[config.mk]
export PLATFORM = sky130hd
export DESIGN_NAME = cpu_exec_ctrl
export DESIGN_NICKNAME = d
export VERILOG_FILES = /design/src/rtl/cpu_exec_ctrl.sv
export SDC_FILE = /design/constraint.sdc
export NUM_CORES = 1
export LEC_CHECK = 0
export BUFFER_PORTS_ARGS = -buffer_cell sky130_fd_sc_hd__buf_4
export CORE_MARGIN = 1.5
export CORE_UTILIZATION = 52
export CTS_BUF_LIST = sky130_fd_sc_hd__clkbuf_8 sky130_fd_sc_hd__clkbuf_16
export DETAILED_ROUTE_END_ITERATION = 6
export PLACE_DENSITY_LB_ADDON = 0.08
export SYNTH_ARGS = -nofsm -noshare
export SYNTH_HDL_FRONTEND = slang
export SYNTH_SLANG_ARGS = --single-unit
[constraint.sdc]
create_clock -name clkX4 -period 2.5 [get_ports clkX4]
set_clock_uncertainty 0.1 [all_clocks]
set_input_delay 0.375 -clock clkX4 [delete_from_list [all_inputs] [get_ports clkX4]]
set_output_delay 0.375 -clock clkX4 [all_outputs]
set_load 0.01 [all_outputs]
[src/rtl/cpu_exec_ctrl.sv]
// Execution controller: splits clkX4 into 4-phase CPU cycles, debounces the panel
// halt/clear/step inputs and drives cpuEn/cpuRst. Optional macro: CPU_EXEC_CYCLE_COUNTER_EN.
module cpu_exec_ctrl #(
  parameter int DEBOUNCE_LEN     = 16,
  parameter int CLEAR_CPU_CYCLES = 2
) (
  input  logic        clkX4,
  input  logic        rst,
  input  logic        sigCH,
  input  logic        sigCE,
  input  logic        sigCP,
  output logic        cpuEn,
  output logic        cpuRst,
  output logic [1:0]  phase,
  output logic        halted,
  output logic [2:0]  ctrlState,
  output logic [31:0] cycleCount
);

  typedef enum logic [2:0] {
    ST_INIT  = 3'd0,
    ST_RUN   = 3'd1,
    ST_HALT  = 3'd2,
    ST_STEP  = 3'd3,
    ST_CLEAR = 3'd4
  } state_t;

  localparam int            DW      = $clog2(DEBOUNCE_LEN);
  localparam logic [DW-1:0] DB_LAST = DW'(DEBOUNCE_LEN - 1);
  localparam int            CW      = $clog2(CLEAR_CPU_CYCLES + 2);
  localparam logic [CW-1:0] CLR_TGT = CW'(CLEAR_CPU_CYCLES);
  localparam logic [CW-1:0] CLR_PRE = CW'(CLEAR_CPU_CYCLES - 1);

  // bit 0 = halt switch, bit 1 = clear button, bit 2 = step button
  logic [2:0]    w_raw;
  logic [2:0]    r_sync1;
  logic [2:0]    r_sync2;
  logic [2:0]    r_db;
  logic [DW-1:0] r_db_cnt [3];
  logic          r_cp_prev;
  logic [1:0]    r_phase;

  state_t        r_state;
  state_t        w_state_nxt;
  logic [CW-1:0] r_clr_cnt;
  logic [CW-1:0] w_clr_nxt;
  logic [CW-1:0] w_clr_inc;
  logic          r_step_pend;
  logic          w_pend_nxt;

  logic          w_ch_db;
  logic          w_ce_db;
  logic          w_step_evt;
  logic          w_boundary;
  logic          w_en_nxt;
  logic          w_rst_nxt;
  logic          w_halted_nxt;

  logic          r_cpu_en;
  logic          r_cpu_rst;
  logic          r_halted;

  assign w_raw      = {sigCP, sigCE, sigCH};
  assign w_ch_db    = r_db[0];
  assign w_ce_db    = r_db[1];
  assign w_step_evt = r_cp_prev & ~r_db[2];
  assign w_boundary = (r_phase == 2'd3);
  assign w_clr_inc  = r_clr_cnt + CW'(1);

  // Two-flop synchronizers for the raw panel inputs
  always_ff @(posedge clkX4 or negedge rst) begin
    if (!rst) begin
      r_sync1 <= 3'b111;
      r_sync2 <= 3'b111;
    end else begin
      r_sync1 <= w_raw;
      r_sync2 <= r_sync1;
    end
  end

  // Debouncers: flip only after DEBOUNCE_LEN consecutive differing samples
  always_ff @(posedge clkX4 or negedge rst) begin
    if (!rst) begin
      r_db      <= 3'b111;
      r_cp_prev <= 1'b1;
      for (int i = 0; i < 3; i++) r_db_cnt[i] <= '0;
    end else begin
      r_cp_prev <= r_db[2];
      for (int i = 0; i < 3; i++) begin
        if (r_sync2[i] == r_db[i]) begin
          r_db_cnt[i] <= '0;
        end else if (r_db_cnt[i] == DB_LAST) begin
          r_db[i]     <= r_sync2[i];
          r_db_cnt[i] <= '0;
        end else begin
          r_db_cnt[i] <= r_db_cnt[i] + DW'(1);
        end
      end
    end
  end

  // FSM state register, clear-cycle counter, pending step flag and phase
  always_ff @(posedge clkX4 or negedge rst) begin
    if (!rst) begin
      r_state     <= ST_INIT;
      r_clr_cnt   <= '0;
      r_step_pend <= 1'b0;
      r_phase     <= 2'd0;
    end else begin
      r_state     <= w_state_nxt;
      r_clr_cnt   <= w_clr_nxt;
      r_step_pend <= w_pend_nxt;
      r_phase     <= r_phase + 2'd1;
    end
  end

  // Next-state logic; transitions only at CPU-cycle boundaries, CLEAR first
  always_comb begin
    w_state_nxt = r_state;
    w_clr_nxt   = r_clr_cnt;
    w_pend_nxt  = r_step_pend;
    case (r_state)
      ST_INIT: begin
        w_pend_nxt = 1'b0;
        if (w_boundary) begin
          w_state_nxt = ST_CLEAR;
          w_clr_nxt   = CLR_PRE;
        end else begin
          w_state_nxt = ST_INIT;
        end
      end
      ST_RUN: begin
        w_pend_nxt = 1'b0;
        if (w_boundary && !w_ce_db) begin
          w_state_nxt = ST_CLEAR;
          w_clr_nxt   = '0;
        end else if (w_boundary && !w_ch_db) begin
          w_state_nxt = ST_HALT;
        end else begin
          w_state_nxt = ST_RUN;
        end
      end
      ST_HALT: begin
        if (w_step_evt) begin
          w_pend_nxt = 1'b1;
        end else begin
          w_pend_nxt = r_step_pend;
        end
        if (w_boundary && !w_ce_db) begin
          w_state_nxt = ST_CLEAR;
          w_clr_nxt   = '0;
          w_pend_nxt  = 1'b0;
        end else if (w_boundary && w_ch_db) begin
          w_state_nxt = ST_RUN;
          w_pend_nxt  = 1'b0;
        end else if (w_boundary && r_step_pend) begin
          w_state_nxt = ST_STEP;
        end else begin
          w_state_nxt = ST_HALT;
        end
      end
      ST_STEP: begin
        if (w_boundary) begin
          w_pend_nxt = 1'b0;
          if (!w_ce_db) begin
            w_state_nxt = ST_CLEAR;
            w_clr_nxt   = '0;
          end else if (w_ch_db) begin
            w_state_nxt = ST_RUN;
          end else begin
            w_state_nxt = ST_HALT;
          end
        end else begin
          w_state_nxt = ST_STEP;
        end
      end
      ST_CLEAR: begin
        w_pend_nxt = 1'b0;
        if (w_boundary && (w_clr_inc >= CLR_TGT) && w_ce_db) begin
          w_state_nxt = w_ch_db ? ST_RUN : ST_HALT;
        end else if (w_boundary) begin
          w_clr_nxt = (r_clr_cnt >= CLR_TGT) ? r_clr_cnt : w_clr_inc;
        end else begin
          w_state_nxt = ST_CLEAR;
        end
      end
      default: begin
        w_state_nxt = ST_INIT;
        w_clr_nxt   = '0;
        w_pend_nxt  = 1'b0;
      end
    endcase
  end

  // Output decode: enable is set on the edge where phase becomes 3
  always_comb begin
    w_en_nxt     = 1'b0;
    w_rst_nxt    = 1'b1;
    w_halted_nxt = 1'b0;
    if ((r_phase == 2'd2) && ((r_state == ST_RUN) || (r_state == ST_STEP))) begin
      w_en_nxt = 1'b1;
    end else begin
      w_en_nxt = 1'b0;
    end
    if ((w_state_nxt == ST_INIT) || (w_state_nxt == ST_CLEAR)) begin
      w_rst_nxt = 1'b0;
    end else begin
      w_rst_nxt = 1'b1;
    end
    if ((w_state_nxt == ST_HALT) || (w_state_nxt == ST_STEP)) begin
      w_halted_nxt = 1'b1;
    end else begin
      w_halted_nxt = 1'b0;
    end
  end

  // Registered outputs
  always_ff @(posedge clkX4 or negedge rst) begin
    if (!rst) begin
      r_cpu_en  <= 1'b0;
      r_cpu_rst <= 1'b0;
      r_halted  <= 1'b0;
    end else begin
      r_cpu_en  <= w_en_nxt;
      r_cpu_rst <= w_rst_nxt;
      r_halted  <= w_halted_nxt;
    end
  end

  assign cpuEn     = r_cpu_en;
  assign cpuRst    = r_cpu_rst;
  assign halted    = r_halted;
  assign phase     = r_phase;
  assign ctrlState = r_state;

`ifdef CPU_EXEC_CYCLE_COUNTER_EN
  logic [31:0] r_cycle_cnt;

  // Issued-pulse counter, advancing together with cpuEn and zeroed while clearing
  always_ff @(posedge clkX4 or negedge rst) begin
    if (!rst) begin
      r_cycle_cnt <= 32'd0;
    end else if (r_state == ST_CLEAR) begin
      r_cycle_cnt <= 32'd0;
    end else if (w_en_nxt) begin
      r_cycle_cnt <= r_cycle_cnt + 32'd1;
    end else begin
      r_cycle_cnt <= r_cycle_cnt;
    end
  end

  assign cycleCount = r_cycle_cnt;
`else
  assign cycleCount = 32'd0;
`endif

endmodule
==> results.md, run 1 <==
- Status: completed
- Placed cell count: 220
- Pwr Density: 557 mW/mm^2
- Leak Pwr: 0.000892 uW
- Net Sw Power: 229 uW
- Period utilisation layout: 75.6%
- M1 WL: 1130 um
- Die W: 61.5 um
- Hold Crit Class: primary input to flip-flop
- Initial drt markers: 31
- Htree depth: 2
- Filler Cell Count: 316
- Clk pin slew, worst setup/hold paths: 60 ps
- Final WS setup: 611 ps
- Post-CTS setup repair buffer count: 0
- Starting density of the core: 53.8%
- Leading area contributor after synthesis: dfrtp_1
- Max incr delay on CP: 400 ps
- Crit path launch type: flip-flop
- Final slew viol count: 0
- Sink Count: 33
- Ant diodes: 0
- Final ANT Viol Nets: 0
- Via count: 1085
- GR Util All Layers: 14.7%
- Clk pwr share: 39.4%
- Total power: 1060 uW
- Die ar.: 0.00378 sq mm
- Mean post-synth cell area: 10.7 sq um
- Row Count: 21
- Synth top area cells: dfrtp_1 (32%), dfstp_2 (15%), buf_4 (13%)
- Reg2Reg Setup Slack: 610 ps
- Dpl ws: 620 ps
- CP delay by family, top: compound AO/OA/AOI/OAI gates
- NumNets Final: 194
- Mapped Area: 0.00178 sq mm
- Synth unique cells: 41
- Sw frac: 21.7%
- Commonest non-fill, non-tap cell in the layout: conb_1
- Setup TNS: 0 ps
- Main combinational cell family by area after synthesis: buffers and inverters
- Seq/Total Area, Yosys: 47.1%
- Core Area: 0.00331 sq mm
- Synth Area in XOR/XNOR: 2.95%
- CTS tree: built
- Register share of total power: 54.1%
- Area share of the largest cell type after synthesis: 32.3%
- Post-synthesis mux area share: 3.87%
- Post-DP HPWL: 1810 um
- Highest clock rate: 529 MHz
- Clk Tree Root Cell: clkbuf_8
- DRT Pass-1 Iters: 4
- Commonest non-fill, non-tap cells in the layout: conb_1 (32), dfrtp_1 (23), buf_4 (12), dfstp_2 (10)
- WS Path Type: flip-flop to flip-flop
- Max clock buf depth: 2
- Int Power: 827 uW
- First-pass GRT wire length: 4020 um
- Die Span Y: 61.5 um
- Worst Path Buf+Inv: 0
- CP endpoint kind: flip-flop
- Final setup viols: 0
- Via density per instance: 4.74
- Crit-path max FO: 8
- CTS Buf Count: 5
- WL met3: 113 um
- GRT overflow: 0
- I/O pin count: 45
- Cts hold-fix bufs: 1
- Max-cap viol count: 0
- Initial antenna violation count: 0
- Wire per inst: 10.8 um
- Post-layout min period: 1890 ps
- Synth Area in Compound Gates: 12.2%
- Share of cells above drive strength 1: 21.3%
- Critical path's slowest cell: dfrtp_1
- Post-Syn Instances: 166
- Synth Area in Simple Gates: 12.2%
- Fin. Hold Viols: 0
- Residual DRC: 0
- Unrepaired setup endpoints after global routing: no
- GPL Wtd Cong: 0.804
- Non-Filler Instances: 229
- Post-CTS sizing: 0
- Area delta synth->final: 6.47%
- Worst Path Required: 2520 ps
- Routed length on met2: 1220 um
- Vias in the first global route: 934
- Synth Area in Adders: 4.92%
- Yosys warns: 0
- Largest net degree at the start of global routing: 34
- Critical Path, Cell by Cell: ha_1 > nand3b_1 > mux2i_1 > a222oi_1 > o221ai_1
- Crit path DAT: 1910 ps
- Worst-Skew Late Latency: 270 ps
- Combinational Power Share: 6.5%
- Final WL: 2480 um
- Worst vdd ir: 367 uV
- DR top layer: met4
- Seq cells post-synth: 33
- # port buffers: 12
==> registers in the layout (all words and copies together) (netlist names) <==
register and count:
cpuEn 1, cpuRst 1, ctrlState 3, halted 1, phase 2, r_clr_cnt 2, r_cp_prev 1, r_db 3
r_db_cnt 12, r_step_pend 1, r_sync1 3, r_sync2 3
==> area by class of cell <==
cell class | instances | area (sq um) | area share [%]
clock buffer | 7 | 96.3 | 5.08
clock inverter | 1 | 5.00 | 0.264
inverter | 9 | 33.8 | 1.78
multi-input combinational | 120 | 764 | 40.3
sequential | 33 | 838 | 44.2
tap | 46 | 57.6 | 3.04
timing repair buffer | 13 | 100 | 5.28
==> cells by family after synthesis <==
logic type / count (synthesis)
buf+inv: 44
simple gates: 38
flops: 33
compound gates: 31
fa+ha+maj: 7
xor+xnor: 6
mux: 6
other cells: 1
==> power groups by stage <==
| stage | combinational (uW) | sequential [uW] | clock [uW] |
|---|---|---|---|
| 6_report | 68.7 | 571 | 416 |
| 3_3_place_gp | 66.0 | 578 | 0 |
| 2_1_floorplan | 85.3 | 576 | 0 |
| 3_5_place_dp | 67.4 | 579 | 0 |
| 5_1_grt | 82.6 | 572 | 460 |
| 4_1_cts | 69.2 | 570 | 438 |
==> synthesized netlist by cell type, drive strengths merged <==
cell type,number
nand4b,2
inv,9
conb,1
mux2i,2
o221ai,1
and2,1
a21o,2
nor2,10
a211oi,1
nand3,4
dfrtp,23
a21oi,7
dfstp,10
buf,34
a31oi,5
nor3b,1
and3b,1
a222oi,1
nand2,4
and2b,1
nand3b,2
or2b,1
o32a,1
clkbuf,1
and3,1
a311oi,3
mux2,4
nor2b,8
o22ai,1
xnor2,6
or3b,1
nor3,1
o21ai,9
ha,7
==> path summary, 6_finish.rpt <==
| path | startpoint | to | cells past startpoint |
|---|---|---|---|
| worst max register to register | phase[1] | cpuRst | 5 |
| max in group asynchronous | rst | r_sync1[0] | 2 |
| worst max-delay path | phase[1] | cpuRst | 5 |
| worst min register to register | r_sync1[1] | r_sync2[1] | 0 |
| worst min-delay path | sigCP | r_sync1[2] | 1 |
| min in group asynchronous | rst | r_clr_cnt[0] | 2 |
==> through the flow <==
stage,util (%),area [sq um],hold slack (ps)
after floorplan,-,1900,-20.6
after global placement,53.9,1780,232
after detailed placement,53.9,1780,236
after CTS,57.3,1900,91.3
after global routing,57.3,1900,91.6
final,57.3,1900,106
==> per-layer routing <==
layer,GRT usage [%],vias to the layer above
met5,0,-
met4,5.47,0
met3,5.67,2
met2,22.9,25
met1,18.8,524
li1,-,534
(Power assumes the default switching activity.)
==> run 2: changes to the inputs <==
Settings changed: CORE_UTILIZATION 52 to 47.
Clock period 2.5 ns to 1.6 ns, I/O delays scaled along.
==> results.md, run 2 (synthesis gave the netlist of run 1 again) <==
- Hold WS: 256 ps (was 106 ps)
- Wire per inst: 11.5 um (was 10.8 um)
- Max-cap viol count: 0 (unchanged)
- Worst-Skew Late Latency: 280 ps (was 270 ps)
- DRT Pass-1 Iters: 4 (unchanged)
- # port buffers: 12 (unchanged)
- Post-layout min period: 1730 ps (was 1890 ps)
- Initial antenna violation count: 0 (unchanged)
- Net Sw Power: 372 uW (was 229 uW)
- CTS tree: built (unchanged)
- Failing checks: setup timing
- Worst vdd ir: 716 uV (was 367 uV)
- Combinational Power Share: 7.2% (was 6.5%)
- Clk pwr share: 37.7% (was 39.4%)
- Die Span Y: 64.6 um (was 61.5 um)
- Largest register FFs: 12 (unchanged)
- Row Count: 22 (was 21)
- Final ANT Viol Nets: 0 (unchanged)
- Core Area: 0.00366 sq mm (was 0.00331 sq mm)
- Final WL: 2970 um (was 2480 um)
- Via count: 1235 (was 1085)
- CTS Buf Count: 5 (unchanged)
- NumNets Final: 221 (was 194)
- GPL Wtd Cong: 0.803 (was 0.804)
- Max clock buf depth: 2 (unchanged)
- Leak Pwr: 0.00103 uW (was 0.000892 uW)
- Final slew viol count: 0 (unchanged)
- Crit path DAT: 1770 ps (was 1910 ps)
- Die W: 64.6 um (was 61.5 um)
- Vias in the first global route: 1213 (was 934)
- Commonest non-fill, non-tap cell in the layout: buf_4 (was conb_1)
- Pwr Density: 743 mW/mm^2 (was 557 mW/mm^2)
- Fin. Hold Viols: 0 (unchanged)
- Final setup viols: 5 (was 0)
- Via density per instance: 4.79 (was 4.74)
- Crit-path max FO: 3 (was 8)
- Post-DP HPWL: 2140 um (was 1810 um)
- Htree depth: 2 (unchanged)
- GR Util All Layers: 16.7% (was 14.7%)
- Area delta synth->final: 22.4% (was 6.47%)
- Hold Crit Class: flip-flop to flip-flop (was primary input to flip-flop)
- Status: complete, but fails checks (was completed)
- Biggest register: r_db_cnt (unchanged)
- Crit path launch type: flip-flop (unchanged)
- Unrepaired setup endpoints after global routing: yes (was no)
- Largest net degree at the start of global routing: 34 (unchanged)
- Clk Tree Root Cell: clkbuf_8 (unchanged)
- Sw frac: 23.0% (was 21.7%)
- Period utilisation layout: 108% (was 75.6%)
- GRT overflow: 0 (unchanged)
- Ant diodes: 0 (unchanged)
- Clk pin slew, worst setup/hold paths: 70 ps (was 60 ps)
- Share of cells above drive strength 1: 34.3% (was 21.3%)
- Commonest non-fill, non-tap cells in the layout: buf_4 (35), conb_1 (32), dfrtp_1 (21), inv_1 (10), dfstp_2 (10) (was conb_1 (32), dfrtp_1 (23), buf_4 (12), dfstp_2 (10))
- First-pass GRT wire length: 5320 um (was 4020 um)
- Int Power: 1250 uW (was 827 uW)
- Non-Filler Instances: 258 (was 229)
- Residual DRC: 0 (unchanged)
- I/O pin count: 45 (unchanged)
- Worst Path Required: 1640 ps (was 2520 ps)
- Sink Count: 33 (unchanged)
- Starting density of the core: 48.6% (was 53.8%)
- WS Path Type: flip-flop to flip-flop (unchanged)
- Die ar.: 0.00417 sq mm (was 0.00378 sq mm)
- Placed cell count: 244 (was 220)
- Register share of total power: 55.1% (was 54.1%)
- Highest clock rate: 579 MHz (was 529 MHz)
- Final WS setup: -128 ps (was 611 ps)
- CP endpoint kind: flip-flop (unchanged)
- Initial drt markers: 49 (was 31)
## run 2: cell types whose count changed in the layout (fill, tap and decap cells not counted), moves of 2 or more
cell	previous run	this run
dfrtp_2	0	2
ha_1	7	4
dlygate4sd3_1	1	4
dfrtp_1	23	21
buf_4	12	35
ha_4	0	3
o21ai_1	1	3
o21ai_0	8	5
## run 2: through the flow
stage                     power (uW)  utilization [%]  TNS, ps  setup slack [ps]  instance area [sq um]
after floorplan                 1030                -     -204             -97.2                   1920
after global placement          1010             54.1     -528              -172                   1980
after detailed placement        1010             54.1     -726              -215                   1980
after CTS                       1640             58.7     -580              -165                   2150
after global routing            1710             59.5     -805              -226                   2180
final                           1620             59.5     -360              -128                   2180
## run 2: layout make-up
type | instances | area, sq um
repair buffers | 40 | 314
well taps | 48 | 60.1
clock inverters | 2 | 7.51
multi-input cells | 120 | 841
inverters | 9 | 33.8
flip-flops and latches | 33 | 841
fillers | 330 | 1480
clock buffers | 6 | 82.6
## run 2: worst paths after layout
path | slack [ps] | cells after the start | to | from
hold reg to reg | 260 | 0 | r_sync2[2] | r_sync1[2]
min in group asynchronous | 330 | 2 | cpuEn | rst
max in group asynchronous | 740 | 2 | r_db[0] | rst
hold / removal | 260 | 0 | r_sync2[2] | r_sync1[2]
setup reg to reg | -130 | 6 | cpuRst | r_clr_cnt[1]
setup / recovery | -130 | 6 | cpuRst | r_clr_cnt[1]
## run 2: what timing repair did
action                     4_1_cts  5_1_grt
setup endpoints to repair        6        6
setup buffers                    1        1
hold endpoints to repair        26        0
resized for setup                7        6
hold buffers                     4        0
pin swaps                        4        4
## run 2: critical path, stage by stage (launching register included)
cell and delay [ps]:
dfrtp_1 410, ha_4 250, nand3b_1 190, mux2i_1 150, a222oi_1 220, buf_4 180
o221ai_2 90
## run 2: power by group through the flow
stage                     logic, uW  clock network (uW)  registers [uW]
final                           117                 611             892
after global routing            139                 676             896
after CTS                       118                 634             891
after detailed placement        107                   0             906
after global placement          105                   0             903
after floorplan                 133                   0             901
## run 2: routing by layer
layer / wire [um] / track usage [%]
met1: 1340 / 20.6
met2: 1440 / 27.7
met3: 150 / 4.69
met4: 40 / 6.38
met5: 0 / 0
